[config.mk]
export PLATFORM = sky130hd
export DESIGN_NAME = wb_rr_arbiter_flat
export DESIGN_NICKNAME = d
export VERILOG_FILES = /design/src/rtl/wb_rr_arbiter_if.sv /design/src/rtl/wb_rr_arbiter.sv /design/src/flat_wrapper.sv
export SDC_FILE = /design/constraint.sdc
export NUM_CORES = 1
export LEC_CHECK = 0
export ABC_CLOCK_PERIOD_IN_PS = 2250
export CORE_AREA = 2 2 177 179
export DETAILED_ROUTE_END_ITERATION = 10
export DIE_AREA = 0 0 179 181
export SYNTH_ARGS = -nofsm -noshare
export SYNTH_HDL_FRONTEND = slang
export SYNTH_SLANG_ARGS = --single-unit
[constraint.sdc]
create_clock -name sys_clk -period 2.25 [get_ports sys_clk]
set_clock_uncertainty 0.2 [all_clocks]
set_input_delay 0.3375 -clock sys_clk [delete_from_list [all_inputs] [get_ports sys_clk]]
set_output_delay 0.3375 -clock sys_clk [all_outputs]
set_load 0.005 [all_outputs]
[src/rtl/wb_rr_arbiter_if.sv]
// wb_rr_arbiter_if: bundled Wishbone signals for the N-master round-robin arbiter
// Master slices are flattened, and master i occupies slice i of every m_* vector.
// modport slave  : the arbiter's view. It takes master requests and the slave response,
//                  and drives the muxed slave bus, the terminations, grant_o and timeout_o.
// modport master : the environment's view, with every direction reversed.
interface wb_rr_arbiter_if #(
  parameter int N_MASTERS = 4,
  parameter int AW        = 30,
  parameter int DW        = 32
);
  localparam int GW = $clog2(N_MASTERS);
  logic [N_MASTERS*AW-1:0]     m_adr_i;
  logic [N_MASTERS*DW-1:0]     m_dat_i;
  logic [N_MASTERS*DW/8-1:0]   m_sel_i;
  logic [N_MASTERS-1:0]        m_cyc_i;
  logic [N_MASTERS-1:0]        m_stb_i;
  logic [N_MASTERS-1:0]        m_we_i;
  logic [N_MASTERS*3-1:0]      m_cti_i;
  logic [N_MASTERS*2-1:0]      m_bte_i;
  logic [DW-1:0]               m_dat_o;
  logic [N_MASTERS-1:0]        m_ack_o;
  logic [N_MASTERS-1:0]        m_err_o;
  logic [AW-1:0]               s_adr_o;
  logic [DW-1:0]               s_dat_o;
  logic [DW/8-1:0]             s_sel_o;
  logic                        s_cyc_o;
  logic                        s_stb_o;
  logic                        s_we_o;
  logic [2:0]                  s_cti_o;
  logic [1:0]                  s_bte_o;
  logic [DW-1:0]               s_dat_i;
  logic                        s_ack_i;
  logic                        s_err_i;
  logic [GW-1:0]               grant_o;
  logic                        timeout_o;
  modport slave (
    input  m_adr_i, m_dat_i, m_sel_i, m_cyc_i, m_stb_i, m_we_i, m_cti_i, m_bte_i,
    input  s_dat_i, s_ack_i, s_err_i,
    output m_dat_o, m_ack_o, m_err_o,
    output s_adr_o, s_dat_o, s_sel_o, s_cyc_o, s_stb_o, s_we_o, s_cti_o, s_bte_o,
    output grant_o, timeout_o
  );
  modport master (
    output m_adr_i, m_dat_i, m_sel_i, m_cyc_i, m_stb_i, m_we_i, m_cti_i, m_bte_i,
    output s_dat_i, s_ack_i, s_err_i,
    input  m_dat_o, m_ack_o, m_err_o,
    input  s_adr_o, s_dat_o, s_sel_o, s_cyc_o, s_stb_o, s_we_o, s_cti_o, s_bte_o,
    input  grant_o, timeout_o
  );
endinterface

[src/rtl/wb_rr_arbiter.sv]
// wb_rr_arbiter: N-master to one-slave Wishbone round-robin arbiter with an optional watchdog
// Ports:
//   sys_clk   : system clock, rising edge
//   sys_rst_n : asynchronous active-low reset
//   bus       : wb_rr_arbiter_if.slave, which carries the master requests and the muxed slave bus.
//               It also carries the per-master ack/err, the broadcast read data,
//               grant_o (the current owner) and timeout_o (the watchdog pulse).
// Build option: define WB_ARB_TIMEOUT_EN to compile in the bus-timeout watchdog.
module wb_rr_arbiter #(
  parameter int N_MASTERS = 4,
  parameter int AW        = 30,
  parameter int DW        = 32,
  parameter int TIMEOUT   = 1024
) (
  input logic            sys_clk,
  input logic            sys_rst_n,
  wb_rr_arbiter_if.slave bus
);
  localparam int GW = $clog2(N_MASTERS);
  localparam int SW = DW / 8;
  if (N_MASTERS < 2 || N_MASTERS > 16 || TIMEOUT < 2) begin : g_param_check
    $error("wb_rr_arbiter: N_MASTERS must be 2..16 and TIMEOUT >= 2");
  end
  logic [GW-1:0]        grant_q, grant_d;
  logic [N_MASTERS-1:0] own;
  logic                 to_err;
  // Rotating search: walk k from far to near so the nearest requester after grant wins.
  // k == N_MASTERS lands on the current owner, so the owner is considered last.
  always_comb begin
    grant_d = grant_q;
    if (!bus.m_cyc_i[grant_q])
      for (int k = N_MASTERS; k >= 1; k--)
        if (bus.m_cyc_i[GW'((int'(grant_q) + k) % N_MASTERS)])
          grant_d = GW'((int'(grant_q) + k) % N_MASTERS);
  end
  always_ff @(posedge sys_clk or negedge sys_rst_n)
    if (!sys_rst_n) grant_q <= '0;
    else            grant_q <= grant_d;
  assign own         = {{(N_MASTERS-1){1'b0}}, 1'b1} << grant_q;
  assign bus.grant_o = grant_q;
  assign bus.m_dat_o = bus.s_dat_i;
  assign bus.m_ack_o = bus.s_ack_i ? own : '0;
  assign bus.m_err_o = (bus.s_err_i | to_err) ? own : '0;
  assign bus.s_adr_o = bus.m_adr_i[grant_q*AW +: AW];
  assign bus.s_dat_o = bus.m_dat_i[grant_q*DW +: DW];
  assign bus.s_sel_o = bus.m_sel_i[grant_q*SW +: SW];
  assign bus.s_we_o  = bus.m_we_i[grant_q];
  assign bus.s_cti_o = bus.m_cti_i[grant_q*3 +: 3];
  assign bus.s_bte_o = bus.m_bte_i[grant_q*2 +: 2];
  // A watchdog termination withdraws the strobe, so the slave ignores the abandoned cycle.
  assign bus.s_cyc_o = bus.m_cyc_i[grant_q] & ~to_err;
  assign bus.s_stb_o = bus.m_stb_i[grant_q] & ~to_err;
`ifdef WB_ARB_TIMEOUT_EN
  localparam int TW = $clog2(TIMEOUT + 1);
  logic [TW-1:0] to_cnt_q, to_cnt_d;
  logic          to_err_q, to_err_d, stall;
  // to_err is registered, so it is armed one count early.
  // That lands the pulse on the TIMEOUT-th stalled cycle, while the count reads TIMEOUT-1.
  always_comb begin
    stall    = bus.s_cyc_o & bus.s_stb_o & ~bus.s_ack_i & ~bus.s_err_i;
    to_cnt_d = (stall && grant_d == grant_q) ? to_cnt_q + 1'b1 : '0;
    to_err_d = stall && grant_d == grant_q && to_cnt_q == TW'(TIMEOUT - 2);
  end
  always_ff @(posedge sys_clk or negedge sys_rst_n)
    if (!sys_rst_n) begin
      to_cnt_q <= '0;
      to_err_q <= 1'b0;
    end else begin
      to_cnt_q <= to_cnt_d;
      to_err_q <= to_err_d;
    end
  assign to_err = to_err_q;
`else
  assign to_err = 1'b0;
`endif
  assign bus.timeout_o = to_err;
endmodule
[src/flat_wrapper.sv]
// flat-port wrapper written by rule: the top's interface ports become plain ports
module wb_rr_arbiter_flat 
#(
  parameter int N_MASTERS = 4,
  parameter int AW        = 30,
  parameter int DW        = 32,
  parameter int TIMEOUT   = 1024
)
  (sys_clk, sys_rst_n, bus_m_adr_i, bus_m_dat_i, bus_m_sel_i, bus_m_cyc_i, bus_m_stb_i, bus_m_we_i, bus_m_cti_i, bus_m_bte_i, bus_s_dat_i, bus_s_ack_i, bus_s_err_i, bus_m_dat_o, bus_m_ack_o, bus_m_err_o, bus_s_adr_o, bus_s_dat_o, bus_s_sel_o, bus_s_cyc_o, bus_s_stb_o, bus_s_we_o, bus_s_cti_o, bus_s_bte_o, bus_grant_o, bus_timeout_o);
  wb_rr_arbiter_if #(.N_MASTERS(N_MASTERS), .AW(AW), .DW(DW)) bus_i ();
  input logic sys_clk;
  input logic sys_rst_n;
  input wire logic [$bits(bus_i.m_adr_i)-1:0] bus_m_adr_i;
  input wire logic [$bits(bus_i.m_dat_i)-1:0] bus_m_dat_i;
  input wire logic [$bits(bus_i.m_sel_i)-1:0] bus_m_sel_i;
  input wire logic [$bits(bus_i.m_cyc_i)-1:0] bus_m_cyc_i;
  input wire logic [$bits(bus_i.m_stb_i)-1:0] bus_m_stb_i;
  input wire logic [$bits(bus_i.m_we_i)-1:0] bus_m_we_i;
  input wire logic [$bits(bus_i.m_cti_i)-1:0] bus_m_cti_i;
  input wire logic [$bits(bus_i.m_bte_i)-1:0] bus_m_bte_i;
  input wire logic [$bits(bus_i.s_dat_i)-1:0] bus_s_dat_i;
  input wire logic [$bits(bus_i.s_ack_i)-1:0] bus_s_ack_i;
  input wire logic [$bits(bus_i.s_err_i)-1:0] bus_s_err_i;
  output wire logic [$bits(bus_i.m_dat_o)-1:0] bus_m_dat_o;
  output wire logic [$bits(bus_i.m_ack_o)-1:0] bus_m_ack_o;
  output wire logic [$bits(bus_i.m_err_o)-1:0] bus_m_err_o;
  output wire logic [$bits(bus_i.s_adr_o)-1:0] bus_s_adr_o;
  output wire logic [$bits(bus_i.s_dat_o)-1:0] bus_s_dat_o;
  output wire logic [$bits(bus_i.s_sel_o)-1:0] bus_s_sel_o;
  output wire logic [$bits(bus_i.s_cyc_o)-1:0] bus_s_cyc_o;
  output wire logic [$bits(bus_i.s_stb_o)-1:0] bus_s_stb_o;
  output wire logic [$bits(bus_i.s_we_o)-1:0] bus_s_we_o;
  output wire logic [$bits(bus_i.s_cti_o)-1:0] bus_s_cti_o;
  output wire logic [$bits(bus_i.s_bte_o)-1:0] bus_s_bte_o;
  output wire logic [$bits(bus_i.grant_o)-1:0] bus_grant_o;
  output wire logic [$bits(bus_i.timeout_o)-1:0] bus_timeout_o;
  assign bus_i.m_adr_i = bus_m_adr_i;
  assign bus_i.m_dat_i = bus_m_dat_i;
  assign bus_i.m_sel_i = bus_m_sel_i;
  assign bus_i.m_cyc_i = bus_m_cyc_i;
  assign bus_i.m_stb_i = bus_m_stb_i;
  assign bus_i.m_we_i = bus_m_we_i;
  assign bus_i.m_cti_i = bus_m_cti_i;
  assign bus_i.m_bte_i = bus_m_bte_i;
  assign bus_i.s_dat_i = bus_s_dat_i;
  assign bus_i.s_ack_i = bus_s_ack_i;
  assign bus_i.s_err_i = bus_s_err_i;
  assign bus_m_dat_o = bus_i.m_dat_o;
  assign bus_m_ack_o = bus_i.m_ack_o;
  assign bus_m_err_o = bus_i.m_err_o;
  assign bus_s_adr_o = bus_i.s_adr_o;
  assign bus_s_dat_o = bus_i.s_dat_o;
  assign bus_s_sel_o = bus_i.s_sel_o;
  assign bus_s_cyc_o = bus_i.s_cyc_o;
  assign bus_s_stb_o = bus_i.s_stb_o;
  assign bus_s_we_o = bus_i.s_we_o;
  assign bus_s_cti_o = bus_i.s_cti_o;
  assign bus_s_bte_o = bus_i.s_bte_o;
  assign bus_grant_o = bus_i.grant_o;
  assign bus_timeout_o = bus_i.timeout_o;
  wb_rr_arbiter #(.N_MASTERS(N_MASTERS), .AW(AW), .DW(DW), .TIMEOUT(TIMEOUT)) u_core (.sys_clk(sys_clk), .sys_rst_n(sys_rst_n), .bus(bus_i));
endmodule
==> flow_summary_export.csv <==
group,metric,value,unit
run_status,status,"finished, violations left",
run_status,violations,"negative setup slack",
drt,route.detailed.drc,0,
sta,finalSetupViolCount,32,
sta,finalCritPeriodShare,105.2,%
clock_network,clk_pin_slew,0.03,ns
setup_path,cp.required,1.71,ns
sta,min_period,2.367,ns
drt,vias_per_cell,3.536,
sta,rsz0062_at_grt,"yes",
drt,dr.first_iter.drc_count,80,
logic_synthesis,syn-num-nets,512,
die,die_area,0.03240,sq mm
global_routing,overflow,0,
placed_design,place_hpwl,14.05,mm
global_routing,grt_util_met1,10.05,%
logic_synthesis,synth_top_area_share,70.86,%
clock_network,cts_sinks,2,
global_routing,grt_pass1_vias,3752,
global_routing,antenna_found_initial,1,
placed_design,place_congestion,0.7695,
setup_path,r2r_slack,0.18,ns
logic_synthesis,yosys.cell_types.count,23,
final_layout,syn_to_final_growth,192.0,%
final_layout,post-route-util,23.55,%
clock_network,cts_made_buffers,3,
logic_synthesis,ys_seq_area_share,2.045,%
logic_synthesis,ys_ff_latch,2,
final_layout,multi_input_area,0.002054,sq mm
hold_path,hold_class,"in2async",
final_layout,largest_register_ffs,2,
global_routing,grt_max_degree,28,
sta,layout_setup_ws,-0.1173,ns
final_layout,register_area,57.56,sq um
sta,hold_viol_final,0,
final_layout,nFillCells,3228,
drt,routed_wl,16.43,mm
final_layout,fin_nets,915,
clock_network,clk_latency,0.22,ns
flow_run,maxCapViolations,0,
setup_path,crit_arrival,1.83,ns
clock_network,clock_path_buffers,2,
setup_path,cp-end-kind,"output port",
power,ir_worst_vdd,0.4078,mV
drt,num_vias,3444,
clock_network,cts-root-buf,"clkbuf_16",
global_routing,grt_pass1_wl,21.96,mm
power,p_leak,2.706,nW
setup_path,reg2reg_depth,8,
global_routing,grt_use_total,9.124,%
die,die_w,179,microns
setup_path,cp-start-kind,"flop",
global_routing,met3_usage,1.726,%
global_routing,grt_use_met2,17.35,%
logic_synthesis,synth_area_per_cell,13.91,sq um
setup_path,r2r_start,"u_core.bus.grant_o[0]",
power,pwr_density_cell,924.8,mW/mm^2
die,chipHeight,181,microns
setup_path,critical_path_class,"reg2out",
logic_synthesis,yosysWarnings,0,
drt,antenna_left,0,
final_layout,drive_above_1_share,40.55,%
setup_path,worstPathMaxFanout,8,
logic_synthesis,syn_area,0.002447,sq mm
sta,drv_slew,0,
clock_network,cts_tree,"built",
clock_network,htree_levels,1,
logic_synthesis,ys_top_cells_by_area,"mux4_2, buf_4, buf_2, and2_1, dfrtp_1",
sta,fmax,0.4224,GHz
die,core_area,0.03035,sq mm
setup_path,r2r_end,"u_core.bus.grant_o[0]",
placed_design,place.port_buffers,383,
logic_synthesis,synth_area_leader_cell,"mux4_2",
sta,hold-worst-slack,0.08568,ns
global_routing,gr-max-usage-layer,"met2",
drt,first_pass_iters,4,
logic_synthesis,synth_cells,176,
die,start_util,8.064,%
drt,wire_per_inst,16.87,microns
die,rows,64,
die,num_io_pins,449,
Yosys cell counts:
master and n:
nand2_1 2, mux4_2 77, clkbuf_1 5, nand2b_1 2, buf_1 1, buf_6 2
xnor2_1 1, ha_1 4, and2_1 8, a211o_1 2, inv_1 2, nor2_1 6
mux2_2 2, nor2b_4 1, buf_4 35, dfrtp_1 2, a21oi_1 3, buf_2 12
mux2i_1 2, a221oi_2 1, conb_1 1, nor3_1 4, o32ai_1 1
report_power, final:
group	internal [mW]	switching (mW)	total [mW]
Clock	0.226	0.0358	0.261
Sequential	0.0703	0.0451	0.115
Combinational	4.04	2.19	6.23
Total	4.34	2.27	6.61
layout by cell type, fill, tap and decap left out, drive strengths merged, types with 4 or more instances in the layout:
master	n
nor2	6
mux4	77
clkbuf	10
dlygate4sd2	5
buf	137
and2	8
ha	4
clkdlybuf4s50	301
nor3	4
critical path, cell delays in order, from the launching register on:
cell,delay (ns)
dfrtp_4,0.52
buf_12,0.17
buf_12,0.13
buf_12,0.13
buf_6,0.11
mux4_2,0.42
buf_6,0.13
logic make-up (layout without fill, tap and decap cells):
group / after synthesis / in the layout / synth area share [%]
AOI/OAI and AO/OA: 7 / 7 / 2.300
adders and majority gates: 4 / 4 / 2.045
DFF: 2 / 2 / 2.045
muxes: 81 / 81 / 72.60
xor gates and xnor gates: 1 / 1 / 0.3579
other: 1 / 2 / 0.1532
buffers and inverters: 57 / 458 / 15.34
and+or+nand+nor: 23 / 23 / 5.164
metal layers:
layer | routed length (microns) | share of wire, % | up-vias
met5 | 0 | 0 | -
met2 | 8668 | 53 | 232
met4 | 287 | 1.7 | 0
met3 | 1702 | 10 | 20
li1 | - | - | 1530
met1 | 5775 | 35 | 1662
stage by stage:
stage	power [mW]	instances	instance area, sq um	setup WS [ns]	TNS (ns)
after floorplan	2.635	176	2447	0.1409	0
after global placement	5.659	932	6694	-0.3021	-19.73
after detailed placement	5.667	932	6694	-0.3110	-19.20
after CTS	6.477	971	7024	-0.1787	-5.266
after global routing	7.089	974	7147	-0.1690	-3.951
final	6.610	974	7147	-0.1173	-1.259
final cells by class:
type | count | share of cell area (%)
Timing Repair Buffer | 453 | 62.29
Multi-Input combinational cell | 117 | 28.75
Tap cell | 396 | 6.933
Clock buffer | 3 | 1.050
Sequential cell | 2 | 0.8053
Inverter | 2 | 0.1401
Antenna cell | 1 | 0.03501
worst max path at each step:
stage	startpoint	slack (ns)	to
after CTS	u_core.bus.grant_o[0]	-0.18	bus_s_dat_o[31]
final	u_core.bus.grant_o[0]	-0.12	bus_s_dat_o[6]
after global placement	u_core.bus.grant_o[0]	-0.30	bus_s_dat_o[31]
after floorplan	u_core.bus.grant_o[0]	0.14	bus_s_adr_o[0]
after global routing	u_core.bus.grant_o[0]	-0.17	bus_s_dat_o[6]
after detailed placement	u_core.bus.grant_o[0]	-0.31	bus_s_dat_o[8]
timing repair:
| item | 4_1_cts | 5_1_grt |
|---|---|---|
| endpoints found under the setup margin | 85 | 76 |
| pin swaps | 0 | 1 |
| resized for setup | 335 | 55 |
| hold buffers | 0 | 0 |
| cloned | 2 | 0 |
| buffers inserted | 34 | 11 |
Note: power is estimated with default switching activity, not from simulation.
